[config.mk]
export PLATFORM = sky130hd
export DESIGN_NAME = draw_arbiter
export DESIGN_NICKNAME = d
export VERILOG_FILES = /design/src/rtl/draw_arbiter.sv
export SDC_FILE = /design/constraint.sdc
export NUM_CORES = 1
export LEC_CHECK = 0
export CAP_MARGIN = 10
export CORE_MARGIN = 4
export CORE_UTILIZATION = 41
export CTS_CLUSTER_SIZE = 12
export DETAILED_ROUTE_END_ITERATION = 10
export PLACE_DENSITY = 0.84
export SLEW_MARGIN = 10
export SYNTH_ARGS = -nofsm -noshare
export SYNTH_HDL_FRONTEND = slang
export SYNTH_SLANG_ARGS = --single-unit
[constraint.sdc]
create_clock -name clock -period 2 [get_ports clock]
set_input_delay 0.2 -clock clock [delete_from_list [all_inputs] [get_ports clock]]
set_output_delay 0.2 -clock clock [all_outputs]
set_load 0.02 [all_outputs]
[src/rtl/draw_arbiter.sv]
// -----------------------------------------------------------------------------
// draw_arbiter
//
// Per-frame draw scheduler sharing the single VGA write port between the
// screen drawers. On an accepted frame_start it latches the set of requesting
// drawers and then enables them one at a time, lowest index first. A drawer
// keeps the port until it raises its done flag or until a watchdog forces it
// off after TIMEOUT grant cycles.
//
// Parameters
//   NUM_CLIENTS   number of drawers (index 0 = map, drawn first)
//   TIMEOUT       maximum grant cycles per drawer before a forced release
//
// Ports
//   clock, resetn        system clock, asynchronous active-low reset
//   frame_start          one-cycle pulse starting a frame's draw sequence
//   client_req           drawers wanting a slot (sampled on accepted frame_start)
//   client_done          per-drawer draw_done
//   client_x/y/colour    packed per-drawer pixel coordinates / colour
//   client_write         per-drawer write enable
//   client_en            one-hot (or zero) enable to the drawers
//   vga_x/y/colour/write registered VGA memory write port
//   busy                 high whenever a sequence is in progress
//   frame_done           one-cycle pulse when the sequence completes
//   timeout_err          sticky: a drawer was force-released
//   overrun              sticky: frame_start arrived while busy
//   err_clear            synchronous clear of both sticky flags
// -----------------------------------------------------------------------------
module draw_arbiter #(
    parameter int          NUM_CLIENTS = 4,
    parameter logic [15:0] TIMEOUT     = 16'd50000
) (
    input  logic                     clock,
    input  logic                     resetn,
    input  logic                     frame_start,
    input  logic [NUM_CLIENTS-1:0]   client_req,
    input  logic [NUM_CLIENTS-1:0]   client_done,
    input  logic [9*NUM_CLIENTS-1:0] client_x,
    input  logic [8*NUM_CLIENTS-1:0] client_y,
    input  logic [6*NUM_CLIENTS-1:0] client_colour,
    input  logic [NUM_CLIENTS-1:0]   client_write,
    output logic [NUM_CLIENTS-1:0]   client_en,
    output logic [8:0]               vga_x,
    output logic [7:0]               vga_y,
    output logic [5:0]               vga_colour,
    output logic                     vga_write,
    output logic                     busy,
    output logic                     frame_done,
    output logic                     timeout_err,
    output logic                     overrun,
    input  logic                     err_clear
);

    localparam int CUR_W = (NUM_CLIENTS > 1) ? $clog2(NUM_CLIENTS) : 1;

    typedef enum logic [2:0] {
        IDLE    = 3'd0,
        SCAN    = 3'd1,
        GRANT   = 3'd2,
        RELEASE = 3'd3,
        DONE    = 3'd4
    } state_t;

    state_t                 state_q, state_d;
    logic [NUM_CLIENTS-1:0] pending_q, pending_d;
    logic [CUR_W-1:0]       cur_q, cur_d;
    logic [15:0]            wdog_q, wdog_d;
    logic                   timeout_err_q, timeout_err_d;
    logic                   overrun_q, overrun_d;
    logic [8:0]             vga_x_q, vga_x_d;
    logic [7:0]             vga_y_q, vga_y_d;
    logic [5:0]             vga_colour_q, vga_colour_d;
    logic                   vga_write_q, vga_write_d;

    logic [CUR_W-1:0]       low_idx;
    logic                   sel_done;
    logic                   sel_write;
    logic [8:0]             sel_x;
    logic [7:0]             sel_y;
    logic [5:0]             sel_colour;
    logic                   to_event;

    // Lowest set pending bit: walking from the top down lets the lowest index
    // overwrite any higher one.
    always_comb begin
        low_idx = '0;
        for (int i = NUM_CLIENTS - 1; i >= 0; i--) begin
            if (pending_q[i]) begin
                low_idx = CUR_W'(i);
            end
        end
    end

    // Select the current drawer's signals. Done flags of other drawers never
    // reach the FSM through this mux.
    always_comb begin
        sel_done   = 1'b0;
        sel_write  = 1'b0;
        sel_x      = '0;
        sel_y      = '0;
        sel_colour = '0;
        for (int i = 0; i < NUM_CLIENTS; i++) begin
            if (cur_q == CUR_W'(i)) begin
                sel_done   = client_done[i];
                sel_write  = client_write[i];
                sel_x      = client_x[9*i +: 9];
                sel_y      = client_y[8*i +: 8];
                sel_colour = client_colour[6*i +: 6];
            end
        end
    end

    // Next-state logic
    always_comb begin
        state_d   = state_q;
        pending_d = pending_q;
        cur_d     = cur_q;
        wdog_d    = wdog_q;
        to_event  = 1'b0;
        case (state_q)
            IDLE: begin
                if (frame_start) begin
                    pending_d = client_req;
                    state_d   = SCAN;
                end
            end
            SCAN: begin
                if (pending_q == '0) begin
                    state_d = DONE;
                end else begin
                    cur_d     = low_idx;
                    pending_d = pending_q & ~(NUM_CLIENTS'(1) << low_idx);
                    wdog_d    = '0;
                    state_d   = GRANT;
                end
            end
            GRANT: begin
                wdog_d = wdog_q + 16'd1;
                // done has priority over the watchdog in the same cycle
                if (sel_done) begin
                    state_d = RELEASE;
                end else if (wdog_q == TIMEOUT - 16'd1) begin
                    to_event = 1'b1;
                    state_d  = RELEASE;
                end
            end
            RELEASE: state_d = SCAN;
            DONE:    state_d = IDLE;
            default: state_d = IDLE;
        endcase
    end

    // Sticky flags: a new event in the same cycle as err_clear wins.
    always_comb begin
        timeout_err_d = (timeout_err_q & ~err_clear) | to_event;
        overrun_d     = (overrun_q & ~err_clear) | (frame_start & (state_q != IDLE));
    end

    // Output path: pass the granted drawer through, otherwise hold coordinates
    // and suppress the write.
    always_comb begin
        vga_x_d      = vga_x_q;
        vga_y_d      = vga_y_q;
        vga_colour_d = vga_colour_q;
        vga_write_d  = 1'b0;
        if (state_q == GRANT) begin
            vga_x_d      = sel_x;
            vga_y_d      = sel_y;
            vga_colour_d = sel_colour;
            vga_write_d  = sel_write;
        end
    end

    always_ff @(posedge clock or negedge resetn) begin
        if (!resetn) begin
            state_q       <= IDLE;
            pending_q     <= '0;
            cur_q         <= '0;
            wdog_q        <= '0;
            timeout_err_q <= 1'b0;
            overrun_q     <= 1'b0;
            vga_x_q       <= '0;
            vga_y_q       <= '0;
            vga_colour_q  <= '0;
            vga_write_q   <= 1'b0;
        end else begin
            state_q       <= state_d;
            pending_q     <= pending_d;
            cur_q         <= cur_d;
            wdog_q        <= wdog_d;
            timeout_err_q <= timeout_err_d;
            overrun_q     <= overrun_d;
            vga_x_q       <= vga_x_d;
            vga_y_q       <= vga_y_d;
            vga_colour_q  <= vga_colour_d;
            vga_write_q   <= vga_write_d;
        end
    end

    // Enables and status decode only registered state, so they cannot glitch.
    always_comb begin
        client_en = '0;
        for (int i = 0; i < NUM_CLIENTS; i++) begin
            client_en[i] = (state_q == GRANT) && (cur_q == CUR_W'(i));
        end
    end

    assign busy        = (state_q != IDLE);
    assign frame_done  = (state_q == DONE);
    assign timeout_err = timeout_err_q;
    assign overrun     = overrun_q;
    assign vga_x       = vga_x_q;
    assign vga_y       = vga_y_q;
    assign vga_colour  = vga_colour_q;
    assign vga_write   = vga_write_q;

endmodule

==> metrics.md <==
| Metric | Value |
|---|---|
| Port buffer count | around 140 |
| Number of pins with negative max-slew slack in the final report | 0 |
| Vert. Die Dim | 92.18 um |
| Floorplan row count | 30 |
| Critical path data required time | 1.80 ns |
| Critical Path Start | state_q[1] |
| Worst clock skew | 0.009830 ns |
| TritonCTS clock tree | done |
| Worst skew pair latency | 0.31 ns |
| Global router's overall resource usage | 0.2117 |
| RSZ-0062 raised after global routing | false |
| Core area | about 6800 um2 |
| Buffers inserted by post-CTS timing repair | 0 |
| Register bit total from synthesis | ~50 |
| Total number of vias | 2889 |
| Leakage power of the design | 1.959 nW |
| Number of enable-type register cells in the synthesized netlist | 0 |
| Number of primary I/O pins | 140 |
| Remaining max-slew budget at the tightest pin | 0.6818 |
| Crit Path Max Fanout | 6 |
| Library cells used by synthesis | 41 |
| DR WL/cell | 16.80 um |
| Worst Hold Slack | 0.3700 ns |
| Routed WL | 8954 um |
| VDD IR max | approximately 0.51 mV |
| Crit path DAT | 1.75 ns |
| Via count of the first global-routing pass | 3026 |
| Yosys warns | 0 |
| TritonRoute pass-1 iters | 8 |
| Run status | completed |
| Placement Cell Area | 4492 um2 |
| Final count of negative-setup-slack endpoints | 0 |
| Depth of the worst register-to-register path | 5 |
| GR Overflow Total | 0 |
| Vias per std cell | approximately 5.4 |
| Most common library cell in the layout ignoring fill and taps | clkdlybuf4s50_1 |
| Startpoint kind of the worst setup timing path | register |
| Avg Synthesized Cell Area | ~10 um2 |
| Effective utilization at floorplan | 0.4253 |
| Gate count of the mapped netlist | 288 |
| Max cap viols | 0 |
| CTS max path bufs | 2 |
| Leading cell types in the layout, fill and taps excluded | clkdlybuf4s50_1 (133), nand2_1 (92), dfrtp_1 (50) |
| Number of antenna repair diodes | 0 |
| Post-synth net total | 397 |
| Count of fill cells added during filler insertion | 537 |
| Number of placed instances, taps included | 524 |
| Remaining antenna violation count | 0 |
| Seq/Total Area, Yosys | 0.4393 |
| Post-synthesis cell area | 2905 um2 |
| Maximum clock rate | 513.1 MHz |
| Final net count | ~550 |
| Clock transition at path regs | 0.10 ns |
| Number of sinks driven by the clock tree | 51 |
| Non-Filler Instances | 533 |
| Routability congestion estimate | 0.8622 |
| Die area | 8497 um2 |
| DRC viols | 0 |
| Antenna violations before repair | 0 |
| Number of hold violations in the final report | 0 |
| Fraction of registers with async set/reset | 1.000 |
| DIE WIDTH | 92.18 um |
| Most used DFF post-synth | dfrtp_1 |
| Setup CP Type | reg -> out |
| DR iter-0 viols | about 130 |
| Shortest period the worst path allows | 1.949 ns |
| Flop-to-flop setup slack | 0.13 ns |
| Detailed placement HPWL | 7081 um |
| Min-Delay Path Class | in -> async |
| Transition at the pin with the smallest max-transition slack | 0.4774 ns |
| Number of clock buffers inserted by TritonCTS | 5 |
| Finished layout cell area | 4619 um2 |
| Total power per unit cell area | 1221 nW/um2 |
| Total chip power | 5.641 mW |
| Endpoint of the most critical register-to-register path | wdog_q[12] |
| Layout cells sized above 1 | 0.1442 |
| Synthesis-to-layout area growth | 59.00% |
| H-tree Lvls | 2 |
| Fin Setup TNS | 0 ns |
| Largest net degree at the start of global routing | 34 |
| CTS Root Buffer Type | clkbuf_8 |
| Startpoint of the worst-slack reg-to-reg timing path | state_q[0] |
| First-pass GRT wire length | approximately 14000 um |
| Period utilization | 0.9745 |
| Setup crit end kind | output port |
==> area by class of cell <==
type,count,area [um2],area share
inverter,6,22.52,0.004875
timing repair buffer,157,1530,0.3313
clock buffer,6,82.58,0.01788
tap,96,120.1,0.02600
clock inverter,2,38.79,0.008397
multi-input combinational,215,1548,0.3350
sequential,51,1277,0.2765
==> worst max-delay path: stages (launching register included) <==
cell and delay, ns:
dfrtp_1 0.39, buf_4 0.16, nor2_1 0.21, nand2_1 0.13, clkdlybuf4s50_1 0.55
==> sequential cells by signal, indices dropped and copies added, names as in the netlist <==
signal	cells
vga_colour	6
vga_y	8
pending_q	4
vga_x	9
vga_write	1
state_q	3
wdog_q	16
timeout_err	1
overrun	1
cur_q	2
==> timing repair <==
action	4_1_cts	5_1_grt
endpoints found under the hold margin	18	0
endpoints found under the setup margin	5	2
hold buffers	1	0
gates resized for setup	5	5
==> power by group <==
group / internal, mW / total [mW] / switching, mW
Combinational: 1.58 / 3.19 / 1.61
Clock: 0.412 / 0.766 / 0.355
Sequential: 1.39 / 1.69 / 0.302
==> metrics by stage <==
stage	setup WS, ns	util
6_report	0.05109	0.6762
2_1_floorplan	0.06917	-
4_1_cts	0.05275	0.6758
3_5_place_dp	0.07141	0.6575
5_1_grt	0.002207	0.6762
3_3_place_gp	0.1446	0.6575
==> synthesized netlist by cell type, types with 3 or more instances <==
master    count  area share
a31oi_1       6       0.013
mux4_2       25        0.19
inv_1         6      0.0078
nor2b_1       3      0.0065
nand4_1       3      0.0065
mux2i_1       4       0.014
nand2_1      92        0.12
o21ai_0      21       0.036
nand3_1      10       0.017
clkbuf_1      8       0.010
dfrtp_1      51        0.44
nor3b_1       3      0.0078
nor2_1       10       0.013
a21oi_1       4      0.0069
nor3_1        5      0.0086
buf_2         6       0.010
==> logic make-up (layout without fill, tap and decap cells) <==
group	Yosys count	in the layout	synth area share
mux	29	29	0.2076
simple gates	142	142	0.2261
flops	51	51	0.4393
compound gates	43	43	0.09174
buf+inv	22	171	0.03101
fa+ha+maj	1	1	0.004306
==> routing by layer <==
metal | wire (um) | up-vias | track usage
met5 | 0 | - | 0
met4 | 212 | 0 | 0.07302
met3 | 805 | 16 | 0.05250
met2 | 4684 | 146 | 0.3917
met1 | 3251 | 1399 | 0.2348
li1 | - | 1328 | -
==> worst max path at each step <==
stage                    to  slack [ns]  cells after the start
6_report               busy        0.05                      4
5_1_grt        client_en[1]       0.002                      5
4_1_cts                busy        0.05                      4
3_5_place_dp     wdog_q[12]        0.07                      5
3_3_place_gp   client_en[2]        0.14                      3
2_1_floorplan  client_en[2]        0.07                      5
(Power assumes the default switching activity.)
